**config.mk**
```make
export PLATFORM = sky130hd
export DESIGN_NAME = display_ctrl
export DESIGN_NICKNAME = d
export VERILOG_FILES = /design/src/rtl/display_pkg.sv /design/src/rtl/seven_seg.sv /design/src/rtl/display_ctrl.sv
export SDC_FILE = /design/constraint.sdc
export NUM_CORES = 1
export LEC_CHECK = 0
export ABC_AREA = 1
export BUFFER_PORTS_ARGS = -buffer_cell sky130_fd_sc_hd__buf_2
export CAP_MARGIN = 20
export CORE_AREA = 2 2 108 110
export DETAILED_ROUTE_END_ITERATION = 6
export DIE_AREA = 0 0 110 112
export PLACE_DENSITY = 0.67
export SLEW_MARGIN = 20
export SYNTH_ARGS = -nofsm -noshare
export SYNTH_HDL_FRONTEND = slang
export SYNTH_SLANG_ARGS = --single-unit
```
**constraint.sdc**
```tcl
create_clock -name CLK -period 2.8 [get_ports CLK]
set_input_delay 0.28 -clock CLK [delete_from_list [all_inputs] [get_ports CLK]]
set_output_delay 0.28 -clock CLK [all_outputs]
set_load 0.01 [all_outputs]
```
**src/rtl/display_pkg.sv**
```systemverilog
`default_nettype none
// ============================================================================
// Module      : display_pkg
// Description : Shared definitions for the display controller. It holds the
//               peek FSM state type, the blank-digit pattern and the hex to
//               7-segment table. Segments are active-low, bit0 = segment a,
//               bit6 = segment g.
// Revision    : 1.0 - initial release
// ============================================================================
package display_pkg;

    typedef enum logic [1:0] {
        ST_SHOW_REG  = 2'd0,
        ST_PEEK_HELD = 2'd1,
        ST_PEEK_HOLD = 2'd2
    } disp_state_t;

    // All segments off (active-low)
    localparam logic [6:0] SEG_BLANK = 7'h7F;

    localparam logic [6:0] SEG_TABLE [16] = '{
        7'h40, 7'h79, 7'h24, 7'h30,   // 0 1 2 3
        7'h19, 7'h12, 7'h02, 7'h78,   // 4 5 6 7
        7'h00, 7'h10, 7'h08, 7'h03,   // 8 9 A b
        7'h46, 7'h21, 7'h06, 7'h0E    // C d E F
    };

    function automatic logic [6:0] hex_to_seg(input logic [3:0] nib);
        return SEG_TABLE[nib];
    endfunction

endpackage
`default_nettype wire

```
**src/rtl/seven_seg.sv**
```systemverilog
`default_nettype none
// ============================================================================
// Module      : seven_seg
// Description : Combinational hex digit to active-low 7-segment decoder.
// Ports       : nib - 4-bit hex digit in
//               seg - segments out, active-low, bit0 = a
// Revision    : 1.0 - initial release
// ============================================================================
module seven_seg
    import display_pkg::*;
(
    input  logic [3:0] nib,
    output logic [6:0] seg
);

    assign seg = hex_to_seg(nib);

endmodule
`default_nettype wire

```
**src/rtl/display_ctrl.sv**
```systemverilog
`default_nettype none
// ============================================================================
// Module      : display_ctrl
// Description : Drives the hex displays and LEDs of the datapath board. The
//               data digits normally show REG; pressing PEEK shows a snapshot
//               of BUS, held for PEEK_HOLD cycles after release. The HEX5
//               decimal point blinks while DONE is high.
// Ports       : CLK    - clock, rising edge
//               RST    - synchronous active-high reset
//               BUS    - data bus value
//               REG    - register Q1 value
//               TIME   - current timestep
//               DONE   - operation-complete level
//               PEEKb  - peek pushbutton, active-low, asynchronous
//               BLANKZ - blank leading-zero digits when high
//               LED_B  - BUS delayed by one cycle
//               DHEX   - data digits, [0] least significant, active-low
//               THEX   - timestep digit, active-low
//               LED_D  - blinking DONE dot, active-low
// Revision    : 1.0 - initial release
// ============================================================================
module display_ctrl
    import display_pkg::*;
#(
    parameter int DATA_W     = 10,
    parameter int NUM_DIG    = 3,
    parameter int TIME_W     = 2,
    parameter int PEEK_HOLD  = 50_000_000,
    parameter int BLINK_HALF = 25_000_000
) (
    input  logic              CLK,
    input  logic              RST,
    input  logic [DATA_W-1:0] BUS,
    input  logic [DATA_W-1:0] REG,
    input  logic [TIME_W-1:0] TIME,
    input  logic              DONE,
    input  logic              PEEKb,
    input  logic              BLANKZ,
    output logic [DATA_W-1:0] LED_B,
    output logic [6:0]        DHEX [NUM_DIG-1:0],
    output logic [6:0]        THEX,
    output logic              LED_D
);

    localparam int EXT_W   = 4 * NUM_DIG;
    localparam int HOLD_W  = (PEEK_HOLD  > 1) ? $clog2(PEEK_HOLD)  : 1;
    localparam int BLINK_W = (BLINK_HALF > 1) ? $clog2(BLINK_HALF) : 1;

    localparam logic [HOLD_W-1:0]  HOLD_LOAD  = HOLD_W'(PEEK_HOLD - 1);
    localparam logic [BLINK_W-1:0] BLINK_LAST = BLINK_W'(BLINK_HALF - 1);

    // ------------------------------------------------------------------
    // Button synchronizer; flops idle high (button released)
    // ------------------------------------------------------------------
    logic r_sync1;
    logic r_sync2;
    logic w_peek_s;

    always_ff @(posedge CLK) begin
        if (RST) begin
            r_sync1 <= 1'b1;
            r_sync2 <= 1'b1;
        end else begin
            r_sync1 <= PEEKb;
            r_sync2 <= r_sync1;
        end
    end

    assign w_peek_s = ~r_sync2;

    // ------------------------------------------------------------------
    // Peek FSM
    // ------------------------------------------------------------------
    disp_state_t       r_state;
    disp_state_t       w_state_next;
    logic              w_capture;
    logic              w_hold_load;
    logic              w_hold_dec;
    logic [HOLD_W-1:0] r_hold_cnt;
    logic [DATA_W-1:0] r_peek_val;

    always_ff @(posedge CLK) begin
        if (RST) begin
            r_state <= ST_SHOW_REG;
        end else begin
            r_state <= w_state_next;
        end
    end

    always_comb begin
        w_state_next = r_state;
        w_capture    = 1'b0;
        w_hold_load  = 1'b0;
        w_hold_dec   = 1'b0;
        case (r_state)
            ST_SHOW_REG: begin
                if (w_peek_s) begin
                    w_state_next = ST_PEEK_HELD;
                    w_capture    = 1'b1;
                end
            end
            ST_PEEK_HELD: begin
                if (!w_peek_s) begin
                    w_state_next = ST_PEEK_HOLD;
                    w_hold_load  = 1'b1;
                end
            end
            ST_PEEK_HOLD: begin
                // A new press wins over the running hold and takes a fresh snapshot
                if (w_peek_s) begin
                    w_state_next = ST_PEEK_HELD;
                    w_capture    = 1'b1;
                end else if (r_hold_cnt == '0) begin
                    w_state_next = ST_SHOW_REG;
                end else begin
                    w_hold_dec   = 1'b1;
                end
            end
            default: begin
                w_state_next = ST_SHOW_REG;
            end
        endcase
    end

    always_ff @(posedge CLK) begin
        if (RST) begin
            r_hold_cnt <= '0;
        end else if (w_hold_load) begin
            r_hold_cnt <= HOLD_LOAD;
        end else if (w_hold_dec) begin
            r_hold_cnt <= r_hold_cnt - 1'b1;
        end else if (w_capture) begin
            r_hold_cnt <= '0;
        end
    end

    always_ff @(posedge CLK) begin
        if (RST) begin
            r_peek_val <= '0;
        end else if (w_capture) begin
            r_peek_val <= BUS;
        end
    end

    // ------------------------------------------------------------------
    // Digit formation, decode and leading-zero blanking
    // ------------------------------------------------------------------
    logic [DATA_W-1:0]  w_disp;
    logic [EXT_W-1:0]   w_ext;
    logic [3:0]         w_nib [NUM_DIG:0];
    logic [6:0]         w_seg [NUM_DIG:0];
    logic [NUM_DIG-1:0] w_blank;

    assign w_disp = (r_state == ST_SHOW_REG) ? REG : r_peek_val;
    assign w_ext  = EXT_W'(w_disp);

    for (genvar gi = 0; gi < NUM_DIG; gi++) begin : g_nib
        assign w_nib[gi] = w_ext[4*gi +: 4];
    end
    // The extra decoder slot carries the timestep digit
    assign w_nib[NUM_DIG] = 4'(TIME);

    for (genvar gi = 0; gi <= NUM_DIG; gi++) begin : g_dec
        seven_seg u_seven_seg (
            .nib (w_nib[gi]),
            .seg (w_seg[gi])
        );
    end

    // Walk from the most significant digit down; a digit is blank while it
    // and every digit above it are zero. Digit 0 always stays visible.
    always_comb begin
        logic run_zero;
        run_zero = 1'b1;
        w_blank  = '0;
        for (int i = NUM_DIG - 1; i >= 0; i--) begin
            run_zero   = run_zero & (w_nib[i] == 4'h0);
            w_blank[i] = BLANKZ & run_zero & (i != 0);
        end
    end

    // ------------------------------------------------------------------
    // Output registers
    // ------------------------------------------------------------------
    always_ff @(posedge CLK) begin
        if (RST) begin
            LED_B <= '0;
            THEX  <= SEG_TABLE[0];
            for (int i = 0; i < NUM_DIG; i++) begin
                DHEX[i] <= SEG_TABLE[0];
            end
        end else begin
            LED_B <= BUS;
            THEX  <= w_seg[NUM_DIG];
            for (int i = 0; i < NUM_DIG; i++) begin
                DHEX[i] <= w_blank[i] ? SEG_BLANK : w_seg[i];
            end
        end
    end

    // ------------------------------------------------------------------
    // DONE dot blink: lit immediately on a DONE rise, then toggles every
    // BLINK_HALF cycles; dark and counter parked while DONE is low.
    // ------------------------------------------------------------------
    logic               r_done_prev;
    logic [BLINK_W-1:0] r_blink_cnt;

    always_ff @(posedge CLK) begin
        if (RST) begin
            r_done_prev <= 1'b0;
            r_blink_cnt <= '0;
            LED_D       <= 1'b1;
        end else begin
            r_done_prev <= DONE;
            if (!DONE) begin
                r_blink_cnt <= '0;
                LED_D       <= 1'b1;
            end else if (!r_done_prev) begin
                r_blink_cnt <= '0;
                LED_D       <= 1'b0;
            end else if (r_blink_cnt == BLINK_LAST) begin
                r_blink_cnt <= '0;
                LED_D       <= ~LED_D;
            end else begin
                r_blink_cnt <= r_blink_cnt + 1'b1;
            end
        end
    end

endmodule
`default_nettype wire

```
==> results.py, run 1 <==
metrics = {
    "worst_setup_path": {
        "cp_data_required_time_ns": 3.03,
        "cpMostUsedCell": "nor2_1",
        "reg2reg_slack_ns": 0.58,
        "path_cells": "nor2_4 > o21ai_0 > inv_1 > ha_1 > nand2_1 > nor2_1 > a31oi_1 > nand2_1 > nor2_1 > nor2_1",
        "cpPeakStageDelay_ns": 0.55,
        "rr_endpoint": "DHEX[12]$_SDFF_PP0_",
        "cp-end-kind": "register",
        "critical-path-top-delay-family": "compound AO/OA/AOI/OAI gates",
        "cp_max_fo": 16,
        "cp-startpoint": "r_state[0]$_SDFFE_PP0P_",
        "r2r-start": "r_state[0]$_SDFFE_PP0P_",
        "cp_slowest_cell": "dfxtp_1",
        "crit_buf_inv": 1,
        "cp_data_arrival_time_ns": 2.46,
        "crit_type": "reg -> reg",
        "start_kind": "register",
        "reg2reg_depth": 10,
    },
    "synthesis": {
        "synth_cell_types": 39,
        "synth_area_leaders": "dfxtp_1, nand2_1, nor2_1, inv_1, nand3_1",
        "ys.flop_type": "dfxtp_1",
        "yosysMostFrequentCell": "nand2_1",
        "syn_avg_cell_area_um2": 6.650,
        "synth-edff-count": 0,
        "ys_seq_area_share_pct": 38.97,
        "yosys.area.top_type_share_pct": 38.97,
        "ys_seq_elements": 102,
        "synth_common_cells": "nand2_1, nor2_1, inv_1, dfxtp_1, nand3_1",
        "yosys_warnings": 0,
        "syn_nets": 828,
        "syn_area_um2": 5240,
        "synthArstFlopShare_pct": 0,
        "syn_inst": 788,
        "yosysTopAreaCell": "dfxtp_1",
    },
    "final_layout": {
        "syn2layout_area_growth_pct": 14.28,
        "ff_latch_area_um2": 2042,
        "multiInputGateArea_um2": 2626,
        "nets": 886,
        "drive_above_1_share_pct": 12.34,
        "fillers": 1083,
        "num_antenna_cells": 0,
        "fin_cells": 994,
    },
    "floorplanning": {
        "pin_count": 66,
        "die_w_um": 110,
        "die_area_um2": 12320,
        "fp.coreArea_um2": 11170,
        "start_util_pct": 46.89,
        "dieHeight_um": 112,
        "rows": 39,
    },
    "drt": {
        "drtIter0Drc": 324,
        "wl_um": 12290,
        "postRouteAntennaNets": 0,
        "vias": 4986,
        "viasPerCell": 5.016,
        "drcViolationCount": 0,
        "wl_per_cell_um": 12.36,
        "drt_pass1_iterations": 5,
    },
    "hold_path": {
        "holdPathEnd": "THEX[2]$_SDFF_PP0_",
        "hp-start": "TIME[0]",
        "min_path_type": "in -> reg",
        "worstHoldPathCells": 2,
    },
    "timing": {
        "setup_violations": 0,
        "skew_ns": 0.01015,
        "fmax_ghz": 0.4499,
        "rsz0062_at_grt": "no",
        "finalCritPeriodShare_pct": 79.38,
        "setup_tns_ns": 0,
        "hold_viol_final": 0,
        "max_slew_margin_pct": 41.21,
        "slew_violations": 0,
        "worst_pin_slew_ns": 0.8786,
        "period_needed_ns": 2.223,
    },
    "power": {
        "ir_drop_mv": 0.3757,
        "power_density_nw_per_um2": 594.2,
        "p_leak_nw": 2.921,
    },
    "global_route": {
        "grt_pass1_wl_um": 21170,
        "antenna_found_initial": 0,
        "grt_pass1_vias": 4642,
        "overflow": 0,
        "grt_max_degree": 31,
        "grt_use_total_pct": 21.17,
    },
    "placement": {
        "routabilityCongestion": 0.9259,
        "dp_hpwl_um": 8903,
        "portBuffers": 64,
        "dp_cells": 978,
    },
    "cts": {
        "cts.sinks": 102,
        "clockRootBuffer": "clkbuf_16",
        "post_cts_resize_count": 0,
        "htree_levels": 3,
        "hold_buffers": 0,
        "cts_buffer_depth": 2,
        "clkLatencyLatePin_ns": 0.36,
        "cts_tree": "built",
        "clkTransAtPathRegs_ns": 0.08,
        "cts_buffers": 9,
        "cts_setup_buffers": 0,
    },
    "outcome": {
        "status": "finished clean",
    },
    "job": {
        "maxCapViolCount": 0,
    },
}
[flip-flops by register name (all words and copies together), names as in the netlist]
register / cells
THEX: 5
r_sync2: 1
r_peek_val: 10
r_sync1: 1
r_hold_cnt: 26
LED_D: 1
r_done_prev: 1
DHEX: 20
LED_B: 10
r_blink_cnt: 25
r_state: 2
[layer usage]
metal / GRT usage, % / vias up / routed length (um) / part of all wire, %
met1: 29.70 / 2213 / 5810 / 47
met3: 5.211 / 17 / 870 / 7.1
li1: - / 2591 / - / -
met2: 32.15 / 165 / 5424 / 44
met5: 0 / - / 0 / 0
met4: 6.076 / 0 / 183 / 1.5
[final cells by class]
cell class	count	share of cell area, %
inverters	122	7.647
multi-input cells	543	43.86
well taps	143	2.988
clock inverters	7	1.797
clock buffers	9	3.761
repair buffers	68	5.850
flip-flops and latches	102	34.10
[cells in the final DEF (no fill, tap or decap), drive strengths merged, types with 2 or more instances in the layout]
cell	count
nand2	194
nor2	121
inv	121
dfxtp	102
buf	68
nand3	63
o21ai	40
a21oi	36
nor3	19
nand4	15
ha	13
xor2	12
clkbuf	9
a31oi	8
clkinv	6
nand3b	4
o211ai	3
or2	3
xnor2	3
nor3b	2
a22oi	2
bufinv	2
[worst max path at each step]
| stage | end | depth (start not counted) |
|---|---|---|
| 2_1_floorplan | DHEX[12]$_SDFF_PP0_ | 11 |
| 3_3_place_gp | DHEX[12]$_SDFF_PP0_ | 10 |
| 3_5_place_dp | DHEX[12]$_SDFF_PP0_ | 10 |
| 4_1_cts | DHEX[12]$_SDFF_PP0_ | 10 |
| 5_1_grt | DHEX[12]$_SDFF_PP0_ | 10 |
| 6_report | DHEX[12]$_SDFF_PP0_ | 10 |
[per-stage QoR]
stage	util, %	hold slack, ns	instance area (um2)	power (mW)	setup slack (ns)
2_1_floorplan	-	0.3524	5240	2.039	0.8040
3_3_place_gp	50.61	0.4043	5655	2.182	0.6793
3_5_place_dp	50.61	0.4033	5655	2.200	0.5909
4_1_cts	53.59	0.08152	5988	3.576	0.5819
5_1_grt	53.59	0.09953	5988	3.732	0.3402
6_report	53.59	0.08391	5988	3.558	0.5772
[where the power goes]
group | leakage, nW | switching (mW) | internal, mW
Combinational | 1.92 | 0.412 | 0.210
Clock | 0.163 | 0.589 | 0.796
Sequential | 0.834 | 0.0347 | 1.52
[kinds of logic after synthesis]
| logic type | Yosys count | share of synthesized area (%) |
|---|---|---|
| adder cells (fa/ha/maj) | 13 | 3.104 |
| flip-flops | 102 | 38.97 |
| AO/OA/AOI/OAI | 92 | 9.432 |
| AND/OR/NAND/NOR | 422 | 35.00 |
| buffers and inverters | 143 | 10.91 |
| XOR/XNOR | 15 | 2.507 |
| other | 1 | 0.07156 |
[worst register-to-register path, stage by stage, from the launching register on]
cell,delay (ns)
dfxtp_1,0.55
nor2_4,0.16
o21ai_0,0.55
inv_1,0.14
ha_1,0.25
nand2_1,0.08
nor2_1,0.05
a31oi_1,0.14
nand2_1,0.07
nor2_1,0.08
nor2_1,0.05
Note: power is estimated with default switching activity, not from simulation.
==> inputs of run 2 (changes only) <==
==> constraint.sdc (replaced) <==
create_clock -name CLK -period 2.3 [get_ports CLK]
set_input_delay 0.23 -clock CLK [delete_from_list [all_inputs] [get_ports CLK]]
set_output_delay 0.23 -clock CLK [all_outputs]
set_load 0.01 [all_outputs]
==> results.py, run 2 (synthesis gave the netlist of run 1 again) <==
metrics = {
    "global_route": {
        "overflow": 0,
        "antenna_found_initial": 0,
        "grt_pass1_vias": 4804,
        "grt_use_total_pct": 21.75,
        "grt_max_degree": 34,
        "grt_pass1_wl_um": 21620,
    },
    "floorplanning": {
        "fp.coreArea_um2": 11170,
        "die_w_um": 110,
        "pin_count": 66,
        "start_util_pct": 46.89,
        "die_area_um2": 12320,
        "dieHeight_um": 112,
        "rows": 39,
    },
    "timing": {
        "setup_tns_ns": 0,
        "setup_slack_ns": 0.2943,
        "finalCritPeriodShare_pct": 87.20,
        "setup_violations": 0,
        "fmax_ghz": 0.4986,
        "max_slew_margin_pct": 48.92,
        "slew_violations": 0,
        "skew_ns": 0.009498,
        "holdWs_ns": 0.04440,
        "hold_viol_final": 0,
        "rsz0062_at_grt": "no",
        "period_needed_ns": 2.006,
        "worst_pin_slew_ns": 0.7633,
    },
    "power": {
        "power_density_nw_per_um2": 709.3,
        "power_mw": 4.261,
        "ir_drop_mv": 0.3936,
        "p_leak_nw": 2.935,
    },
    "job": {
        "maxCapViolCount": 0,
    },
    "final_layout": {
        "top_register": "r_hold_cnt",
        "top_regs": "r_hold_cnt: 26 flops, r_blink_cnt: 25 flops, DHEX: 20 flops",
        "post-route-cell-area_um2": 6007,
        "num_antenna_cells": 0,
        "drive_above_1_share_pct": 12.85,
        "fillers": 1072,
        "post-route-util_pct": 53.76,
        "mostFrequentLayoutCells": "nand2_1, nor2_1, inv_1, dfxtp_1, buf_2",
        "final_common_cell": "nand2_1",
        "largest_reg_flops": 26,
        "nets": 891,
        "syn2layout_area_growth_pct": 14.64,
        "fin_cells": 999,
    },
    "worst_setup_path": {
        "cp-startpoint": "r_state[1]$_SDFFE_PP0P_",
        "endpoint": "DHEX[12]$_SDFF_PP0_",
        "crit_type": "reg -> reg",
        "cp_data_required_time_ns": 2.53,
        "start_kind": "register",
        "cp_max_fo": 16,
        "cp-end-kind": "register",
        "rr_endpoint": "DHEX[12]$_SDFF_PP0_",
        "reg2reg_depth": 11,
        "cp_data_arrival_time_ns": 2.23,
        "r2r-start": "r_state[1]$_SDFFE_PP0P_",
        "reg2reg_slack_ns": 0.29,
    },
    "drt": {
        "wl_per_cell_um": 12.44,
        "postRouteAntennaNets": 0,
        "drcViolationCount": 0,
        "viasPerCell": 5.018,
        "drtIter0Drc": 204,
        "drt_pass1_iterations": 5,
        "vias": 5013,
        "wl_um": 12430,
    },
    "cts": {
        "cts_buffer_depth": 2,
        "clkLatencyLatePin_ns": 0.35,
        "cts.sinks": 102,
        "hold_buffers": 0,
        "htree_levels": 3,
        "clkTransAtPathRegs_ns": 0.07,
        "cts_buffers": 9,
        "clockRootBuffer": "clkbuf_16",
        "cts_tree": "built",
    },
    "placement": {
        "dp_cells": 983,
        "placed_cell_area_um2": 5693,
        "dp_hpwl_um": 9245,
        "routabilityCongestion": 0.9203,
        "dp_slack_ns": 0.1502,
        "portBuffers": 64,
    },
    "hold_path": {
        "hp-start": "TIME[0]",
        "min_path_type": "in -> reg",
        "worstHoldPathCells": 2,
    },
    "outcome": {
        "status": "finished clean",
    },
}
==> run 2: changes by cell type in the layout (fill, tap and decap cells not counted), sizes merged <==
cell,delta
buf,+5
bufinv,-1
clkbuf,+1
clkinv,-3
clkinvlp,+1
inv,+2
==> run 2: how the worst min path moves through the flow <==
stage / slack (ns) / end
floorplan: 0.30 / THEX[2]$_SDFF_PP0_
global placement: 0.40 / THEX[2]$_SDFF_PP0_
detailed placement: 0.40 / r_sync2$_SDFF_PP1_
CTS: 0.03 / THEX[2]$_SDFF_PP0_
global route: 0.04 / THEX[2]$_SDFF_PP0_
finish: 0.04 / THEX[2]$_SDFF_PP0_
==> run 2: cell type report <==
type | count | area, um2 | share of cell area, %
clock inverters | 6 | 75.07 | 1.250
multi-input cells | 543 | 2626 | 43.72
repair buffers | 73 | 387.9 | 6.457
clock buffers | 10 | 239.0 | 3.978
well taps | 143 | 178.9 | 2.979
flip-flops and latches | 102 | 2042 | 33.99
inverters | 122 | 457.9 | 7.623
==> run 2: timing repair <==
action,4_1_cts,5_1_grt
resized for setup,0,2
buffers inserted,0,0
endpoints found under the hold margin,0,0
setup endpoints to repair,0,6
==> run 2: per-layer routing <==
layer	wire, um	GRT usage, %
met1	5782	29.08
met2	5734	34.93
met3	729	3.923
met4	184	7.679
met5	0	0
==> run 2: report_power, final <==
group          switching [mW]  total (mW)  leakage (nW)  internal, mW
logic                   0.498       0.761          1.95         0.263
registers              0.0427        1.89         0.834          1.85
clock network           0.720        1.61         0.152         0.892
==> run 2: critical path: stages, from the launching register on <==
cell and delay [ns]:
dfxtp_1 0.40, nor2_4 0.31, nand2_1 0.08, o21ai_1 0.25, inv_1 0.12, ha_1 0.24, nand2_1 0.09, nor2_1 0.06
a31oi_1 0.14, nand2_1 0.06, nor2_1 0.09, nor2_1 0.04
